<file path="src/rtl/taillight_switch_conditioner_if.sv">
// ---------------------------------------------------------------------------
// taillight_switch_conditioner_if
//   Groups the signals between the switch conditioner and its surroundings.
//   Clock and reset are not part of the bundle.
//
//   Enable  : one-cycle 1 Hz tick shared with the taillight FSM
//   SwIn    : raw asynchronous switches, [2]=left [1]=right [0]=hazard
//   L/R/H   : committed one-hot turn/hazard request to the FSM
//   Changed : one-cycle pulse when a new committed mode becomes visible
//
//   master : drives Enable/SwIn and observes the requests (board/testbench)
//   slave  : the conditioner itself
// ---------------------------------------------------------------------------
interface taillight_switch_conditioner_if;
  logic       Enable;
  logic [2:0] SwIn;
  logic       L;
  logic       R;
  logic       H;
  logic       Changed;

  modport master (
    output Enable, SwIn,
    input  L, R, H, Changed
  );

  modport slave (
    input  Enable, SwIn,
    output L, R, H, Changed
  );
endinterface

</file>
<file path="src/rtl/taillight_switch_conditioner.sv">
// ---------------------------------------------------------------------------
// taillight_switch_conditioner
//   Synchronizes and debounces the three raw board switches, decodes them
//   into one mode and commits that mode to one-hot L/R/H levels. Ordinary
//   mode changes wait for the Enable tick so the FSM never sees a request
//   change mid-phase; a hazard request commits on the next clock.
//
//   Ports:
//     Clock : system clock (50 MHz)
//     Reset : synchronous, active-high
//     bus   : taillight_switch_conditioner_if.slave (Enable, SwIn in;
//             L, R, H, Changed out)
//
//   Parameters:
//     DEBOUNCE_CYCLES : consecutive disagreeing cycles before a switch
//                       value is accepted (>= 2)
//     CNT_W           : debounce counter width
//
//   Build option:
//     SWCOND_CONFLICT_HAZARD_EN : when defined, left+right together decode
//     to HAZARD; otherwise they decode to IDLE.
// ---------------------------------------------------------------------------
module taillight_switch_conditioner #(
  parameter int unsigned DEBOUNCE_CYCLES = 1_000_000,
  parameter int unsigned CNT_W           = $clog2(DEBOUNCE_CYCLES)
) (
  input  logic                           Clock,
  input  logic                           Reset,
  taillight_switch_conditioner_if.slave  bus
);

  typedef enum logic [1:0] {
    MODE_IDLE   = 2'd0,
    MODE_LEFT   = 2'd1,
    MODE_RIGHT  = 2'd2,
    MODE_HAZARD = 2'd3
  } mode_e;

  localparam logic [CNT_W-1:0] CNT_MAX = CNT_W'(DEBOUNCE_CYCLES - 1);

  // Two-flop synchronizer per switch bit.
  logic [2:0]       sync1_q, sync1_d;
  logic [2:0]       sync2_q, sync2_d;
  // Debounced level and per-bit disagreement counter.
  logic [2:0]       db_q, db_d;
  logic [CNT_W-1:0] cnt_q [3];
  logic [CNT_W-1:0] cnt_d [3];
  // Committed mode, its one-hot {L,R,H} image and the change pulse.
  mode_e            mode_q, mode_d;
  mode_e            pend_mode;
  logic [2:0]       lrh_q, lrh_d;
  logic             changed_q, changed_d;

  // NOTE: every signal written here gets a default before any branch so no
  // path leaves it unassigned, which would otherwise infer a latch.
  always_comb begin
    sync1_d = bus.SwIn;
    sync2_d = sync1_q;

    // Debounce: the counter only advances while the synchronized bit
    // disagrees; one agreeing cycle clears it, rejecting short glitches.
    db_d = db_q;
    for (int i = 0; i < 3; i++) begin
      cnt_d[i] = cnt_q[i];
      if (sync2_q[i] == db_q[i]) begin
        cnt_d[i] = '0;
      end else if (cnt_q[i] == CNT_MAX) begin
        db_d[i]  = sync2_q[i];
        cnt_d[i] = '0;
      end else begin
        cnt_d[i] = cnt_q[i] + CNT_W'(1);
      end
    end

    // Priority decode of the debounced switches.
    pend_mode = MODE_IDLE;
    if (db_q[0]) begin
      pend_mode = MODE_HAZARD;
    end else if (db_q[2] && db_q[1]) begin
`ifdef SWCOND_CONFLICT_HAZARD_EN
      pend_mode = MODE_HAZARD;
`else
      pend_mode = MODE_IDLE;
`endif
    end else if (db_q[2]) begin
      pend_mode = MODE_LEFT;
    end else if (db_q[1]) begin
      pend_mode = MODE_RIGHT;
    end

    // Entering hazard bypasses the tick; everything else, including
    // leaving hazard, waits for Enable.
    mode_d = mode_q;
    if (pend_mode == MODE_HAZARD && mode_q != MODE_HAZARD) begin
      mode_d = pend_mode;
    end else if (pend_mode != mode_q && bus.Enable) begin
      mode_d = pend_mode;
    end

    lrh_d = 3'b000;
    unique case (mode_d)
      MODE_IDLE:   lrh_d = 3'b000;
      MODE_LEFT:   lrh_d = 3'b100;
      MODE_RIGHT:  lrh_d = 3'b010;
      MODE_HAZARD: lrh_d = 3'b001;
      default:     lrh_d = 3'b000;
    endcase

    changed_d = (mode_d != mode_q);
  end

  // NOTE: state is updated with non-blocking assignments so every flop
  // samples the pre-edge values regardless of statement order.
  always_ff @(posedge Clock) begin
    if (Reset) begin
      sync1_q   <= '0;
      sync2_q   <= '0;
      db_q      <= '0;
      // NOTE: the counter array is reset explicitly; a switch held through
      // reset must then serve a full debounce interval again.
      cnt_q     <= '{default: '0};
      mode_q    <= MODE_IDLE;
      lrh_q     <= 3'b000;
      changed_q <= 1'b0;
    end else begin
      sync1_q   <= sync1_d;
      sync2_q   <= sync2_d;
      db_q      <= db_d;
      cnt_q     <= cnt_d;
      mode_q    <= mode_d;
      lrh_q     <= lrh_d;
      changed_q <= changed_d;
    end
  end

  assign bus.L       = lrh_q[2];
  assign bus.R       = lrh_q[1];
  assign bus.H       = lrh_q[0];
  assign bus.Changed = changed_q;

endmodule

</file>
<file path="src/flat_wrapper.sv">
// flat-port wrapper written by rule: the top's interface ports become plain ports
module taillight_switch_conditioner_flat 
#(
  parameter int unsigned DEBOUNCE_CYCLES = 1_000_000,
  parameter int unsigned CNT_W           = $clog2(DEBOUNCE_CYCLES)
)
  (Clock, Reset, bus_Enable, bus_SwIn, bus_L, bus_R, bus_H, bus_Changed);
  taillight_switch_conditioner_if bus_i ();
  input  logic Clock;
  input  logic Reset;
  input wire logic [$bits(bus_i.Enable)-1:0] bus_Enable;
  input wire logic [$bits(bus_i.SwIn)-1:0] bus_SwIn;
  output wire logic [$bits(bus_i.L)-1:0] bus_L;
  output wire logic [$bits(bus_i.R)-1:0] bus_R;
  output wire logic [$bits(bus_i.H)-1:0] bus_H;
  output wire logic [$bits(bus_i.Changed)-1:0] bus_Changed;
  assign bus_i.Enable = bus_Enable;
  assign bus_i.SwIn = bus_SwIn;
  assign bus_L = bus_i.L;
  assign bus_R = bus_i.R;
  assign bus_H = bus_i.H;
  assign bus_Changed = bus_i.Changed;
  taillight_switch_conditioner #(.DEBOUNCE_CYCLES(DEBOUNCE_CYCLES), .CNT_W(CNT_W)) u_core (.Clock(Clock), .Reset(Reset), .bus(bus_i));
endmodule
</file>
<file path="config.mk">
export PLATFORM = sky130hd
export DESIGN_NAME = taillight_switch_conditioner_flat
export DESIGN_NICKNAME = d
export VERILOG_FILES = /design/src/rtl/taillight_switch_conditioner_if.sv /design/src/rtl/taillight_switch_conditioner.sv /design/src/flat_wrapper.sv
export SDC_FILE = /design/constraint.sdc
export NUM_CORES = 1
export LEC_CHECK = 0
export ABC_AREA = 1
export BUFFER_PORTS_ARGS = -buffer_cell sky130_fd_sc_hd__clkbuf_2
export CORE_MARGIN = 10
export CORE_UTILIZATION = 62
export CTS_BUF_LIST = sky130_fd_sc_hd__clkbuf_8 sky130_fd_sc_hd__clkbuf_16
export CTS_CLUSTER_DIAMETER = 100
export DETAILED_ROUTE_END_ITERATION = 6
export PLACE_DENSITY = 0.9
export SYNTH_ARGS = -nofsm -noshare
export SYNTH_HDL_FRONTEND = slang
export SYNTH_SLANG_ARGS = --single-unit
</file>
<file path="constraint.sdc">
create_clock -name Clock -period 1.95 [get_ports Clock]
set_clock_uncertainty 0.05 [all_clocks]
set_input_delay 0.195 -clock Clock [delete_from_list [all_inputs] [get_ports Clock]]
set_output_delay 0.195 -clock Clock [all_outputs]
set_load 0.005 [all_outputs]
</file>
## After elaboration in Yosys (flattened, before gate mapping)

Cells that the tools add are included.

- Bitwise logic cells: 3
- Eq/ne operators: 13
- Muxes and demuxes: 7
- Add/sub/neg operators: 3
- Reduce and logical (&&, ||, !) cells: 10

Operators with widths:

| operator | count |
|---|---|
| $add 20x1->20 const B | 3 |
| $eq 20x20->1 const B | 3 |
| $mux 2 | 6 |
| $pmux 3 s4 | 1 |
| $reduce_or 3->1 | 3 |
| $eq 2x2->1 const B | 3 |
| $reduce_and 2->1 | 3 |
| $ne 2x2->1 | 2 |
| $eq 1x1->1 | 3 |
| $logic_and 1x1->1 | 3 |
| $not 1->1 | 3 |
| $eq 2x1->1 const B | 1 |
| $logic_not 2->1 | 1 |
| $ne 2x2->1 const B | 1 |

- Register bits after elaboration: 75

## Depth between registers and ports, before layout

- Depth in word-level cells: 10
- Gate-level depth with buffers: 9
- Gate-level depth less buffers: 9

## Least setup slack after synthesis

Ideal clock, no wire load.

- Path type: register -> register
- From: reg u_core.cnt_q[20] (netlist bit)
- To: reg u_core.cnt_q[36] (netlist bit)
- Setup slack: 0.516 ns
- Data arrival time: 1.269 ns
- Period minus slack after synthesis: 1.434 ns
- Cell stages (with the launch flop): 8
- Required time: 1.785 ns
- Cell sequence: dfxtp_1 ha_1 nand3_2 nor3_1 nand3_1 nand2_1 buf_4 nor2_1

- Word-level cells in the longest chain between the ends: 2
- Elaborated cells on any way between the ends: 3
- Those cells by class: 1 x add/sub; 1 x eq/ne; 1 x reduce/logical

Ends and longest elaborated chain:

| element | line | source |
|---|---|---|
| start, declared | taillight_switch_conditioner.sv:46 | `logic [CNT_W-1:0] cnt_q [3];` |
| start signal, assigned | taillight_switch_conditioner.sv:129 | `cnt_q <= cnt_d;` |
| parallel branches: the longest is 2 deep, another holds $add 20x1->20 | -- |  |

Several ways; the timed one is not identified.
A chain may end at the register's enable or synchronous reset.

## Final worst setup path

- From: reg u_core.cnt_q[20] (netlist bit)
- To: reg u_core.cnt_q[30] (netlist bit)

The elaborated chain is that of the path after synthesis.

==> results.py <==
metrics = {
    "run_status": {
        "status": "complete, no violations",
    },
    "hold_path": {
        "hold_depth": 3,
        "hp-class": "input pin to flip-flop",
    },
    "synthesis": {
        "syn_avg_cell_area_um2": 6.81,
        "synth_seq_area_share_pct": 41.5,
        "yosys.area.top_type": "dfxtp_1",
        "yosysMostFrequentCell": "nor2_1",
        "postSynthCellCount": 531,
        "netlist_area_mm2": 0.00362,
        "ys.flop_type": "dfxtp_1",
        "yosys-top-cells-count": "nor2_1 (133), nand2_1 (132), dfxtp_1 (75)",
        "yosys_warnings": 0,
        "yosys_register_bits": 75,
        "synth_top_area_share_pct": 41.5,
        "synth_async_sr_flop_share_pct": 0,
        "synth_edf_count": 0,
        "syn_nets": 540,
        "ys_types": 25,
        "synthTopCellsByArea": "dfxtp_1 (41%), nor2_1 (14%), nand2_1 (14%), inv_1 (5.5%), nand3_1 (5.0%)",
    },
    "cells_and_area": {
        "antenna_cells": 0,
        "seq_area_mm2": 0.00150,
        "fin_nets": 559,
        "drive_above_1_share_pct": 8.29,
        "fillers": 439,
        "syn_to_final_growth_pct": 9.79,
        "multi_input_area_mm2": 0.00188,
    },
    "routing": {
        "post_drt_wl_per_cell_um": 11.6,
        "vias": 3294,
        "ant_nets": 0,
        "viasPerCell": 5.25,
        "drtIter0Drc": 161,
        "wl_mm": 7.25,
        "drt_first_pass_iters": 6,
        "drc": 0,
    },
    "floorplanning": {
        "fp.dieH_um": 96.4,
        "ios": 10,
        "start_util_pct": 64.9,
        "num_rows": 27,
        "fp.coreArea_mm2": 0.00557,
        "die_w_um": 96.4,
        "die_area_mm2": 0.00929,
    },
    "critical_path": {
        "crit_type": "flip-flop to flip-flop",
        "start_kind": "flip-flop",
        "worstPathMaxFanout": 20,
        "end_kind": "flip-flop",
        "worstPathArrival_ns": 1.88,
        "cp.required_ns": 2.15,
        "worst_r2r_path_depth": 7,
    },
    "sta": {
        "rsz0062_at_grt": "false",
        "max_slew.worst_pin.slew_ns": 0.351,
        "period_needed_ns": 1.68,
        "setup_ws_ns": 0.268,
        "hold_violations": 0,
        "timing.fmax_mhz": 595,
        "slew_headroom_pct": 76.5,
        "fin_crit_sh_pct": 86.2,
        "fin_tns_setup_ns": 0,
        "finalSetupViolations": 0,
        "drv_slew": 0,
    },
    "grt": {
        "grtUsageTotal_pct": 16.5,
        "grt_max_degree": 21,
        "antenna_found_initial": 0,
        "grt_overflow": 0,
        "grt_pass1_vias": 3050,
        "grt_pass1_wl_mm": 12.4,
    },
    "clock_network": {
        "post_cts_buffers": 0,
        "cts_buffers": 9,
        "clock-sinks": 75,
        "path_clk_slew_ns": 0.08,
        "clk_path_buf_depth": 2,
        "clkLatencyLatePin_ns": 0.35,
        "tritoncts": "built",
        "root_buffer": "clkbuf_8",
        "htreeDepth": 3,
        "cts_resized": 0,
    },
    "placed_design": {
        "pre_cts_ws_ns": 0.281,
        "gp_congestion": 0.915,
        "place_hpwl_mm": 5.16,
        "io_buffers": 9,
    },
    "power": {
        "power_density_mw_per_mm2": 741,
        "p_leak_nw": 1.31,
        "ir_worst_vdd_v": 0.000568,
    },
    "run": {
        "drv_cap": 0,
    },
}
registers in the layout, indices dropped and copies added, names as in the netlist:
name                flops
u_core.cnt_q           60
u_core.db_q             3
u_core.lrh_q            3
u_core.sync1_q          3
u_core.sync2_q          3
u_core.mode_q           2
u_core.bus.Changed      1
layout by cell type, fill, tap and decap left out, drive strengths merged:
cell	count
xnor2	14
a31oi	1
o21bai	3
nand2	135
xor2	16
nor2	140
dlygate4sd3	2
clkinv	4
o21ai	4
buf	2
clkinvlp	1
bufinv	2
nand4	5
nor3	4
nand3	42
dfxtp	75
a21oi	23
clkbuf	18
or2	6
nand3b	2
inv	53
ha	3
per-layer routing:
metal | up-vias | global-route usage (%) | routed length, um
li1 | 1686 | - | -
met1 | 1494 | 18.6 | 3180
met2 | 89 | 28.6 | 3520
met3 | 25 | 3.32 | 343
met4 | 0 | 8.96 | 199
met5 | - | 0 | 0
where the power goes:
group	leakage (nW)	switching, mW	internal (mW)
clock	0.110	0.600	0.728
sequential	0.606	0.00637	1.54
combinational	0.590	0.0413	0.0239
total	1.31	0.648	2.30
final cells by class:
type,count,area share [%]
multi-input cells,398,47.2
clock inverters,7,2.58
clock buffers,9,3.12
repair buffers,13,2.02
inverters,53,5.01
well taps,72,2.27
flip-flops and latches,75,37.8
timing repair:
action                     CTS  global route
hold buffers                 0             2
hold endpoints to repair     0             2
setup endpoints to repair    0             0
per-stage QoR:
| stage | total power [mW] | cells | hold slack (ns) | util, % | cell area [um^2] |
|---|---|---|---|---|---|
| finish | 2.94 | 627 | 0.0410 | 71.3 | 3970 |
| global route | 3.04 | 627 | 0.0529 | 71.3 | 3970 |
| CTS | 2.96 | 625 | 0.00102 | 70.9 | 3950 |
| detailed placement | 1.65 | 609 | 0.343 | 66.8 | 3730 |
| global placement | 1.64 | 609 | 0.341 | 66.8 | 3730 |
| floorplan | 1.63 | 531 | 0.252 | - | 3620 |
path summary, 6_finish.rpt:
kind / from / end / slack, ns
hold reg to reg: u_core.sync1_q[2]$_SDFF_PP0_ / u_core.sync2_q[2]$_SDFF_PP0_ / 0.35
setup reg to reg: u_core.cnt_q[20]$_SDFF_PP0_ / u_core.cnt_q[30]$_SDFF_PP0_ / 0.27
setup / recovery: u_core.cnt_q[20]$_SDFF_PP0_ / u_core.cnt_q[30]$_SDFF_PP0_ / 0.27
hold / removal: bus_SwIn[1] / u_core.sync1_q[1]$_SDFF_PP0_ / 0.04
worst max-delay path, cell delays in order, from the launching register on:
cell	delay [ns]
dfxtp_1	0.41
ha_1	0.29
nand3_2	0.12
nor3_1	0.14
nand3_1	0.15
nand2_1	0.09
buf_4	0.22
nor2_1	0.08
cells by family after synthesis:
logic type | after synthesis | synth area share (%)
compound gates | 31 | 4.53
flops | 75 | 41.5
xor+xnor | 30 | 7.26
fa+ha+maj | 3 | 1.04
buf+inv | 58 | 6.67
simple gates | 334 | 39.0
(Power assumes the default switching activity.)
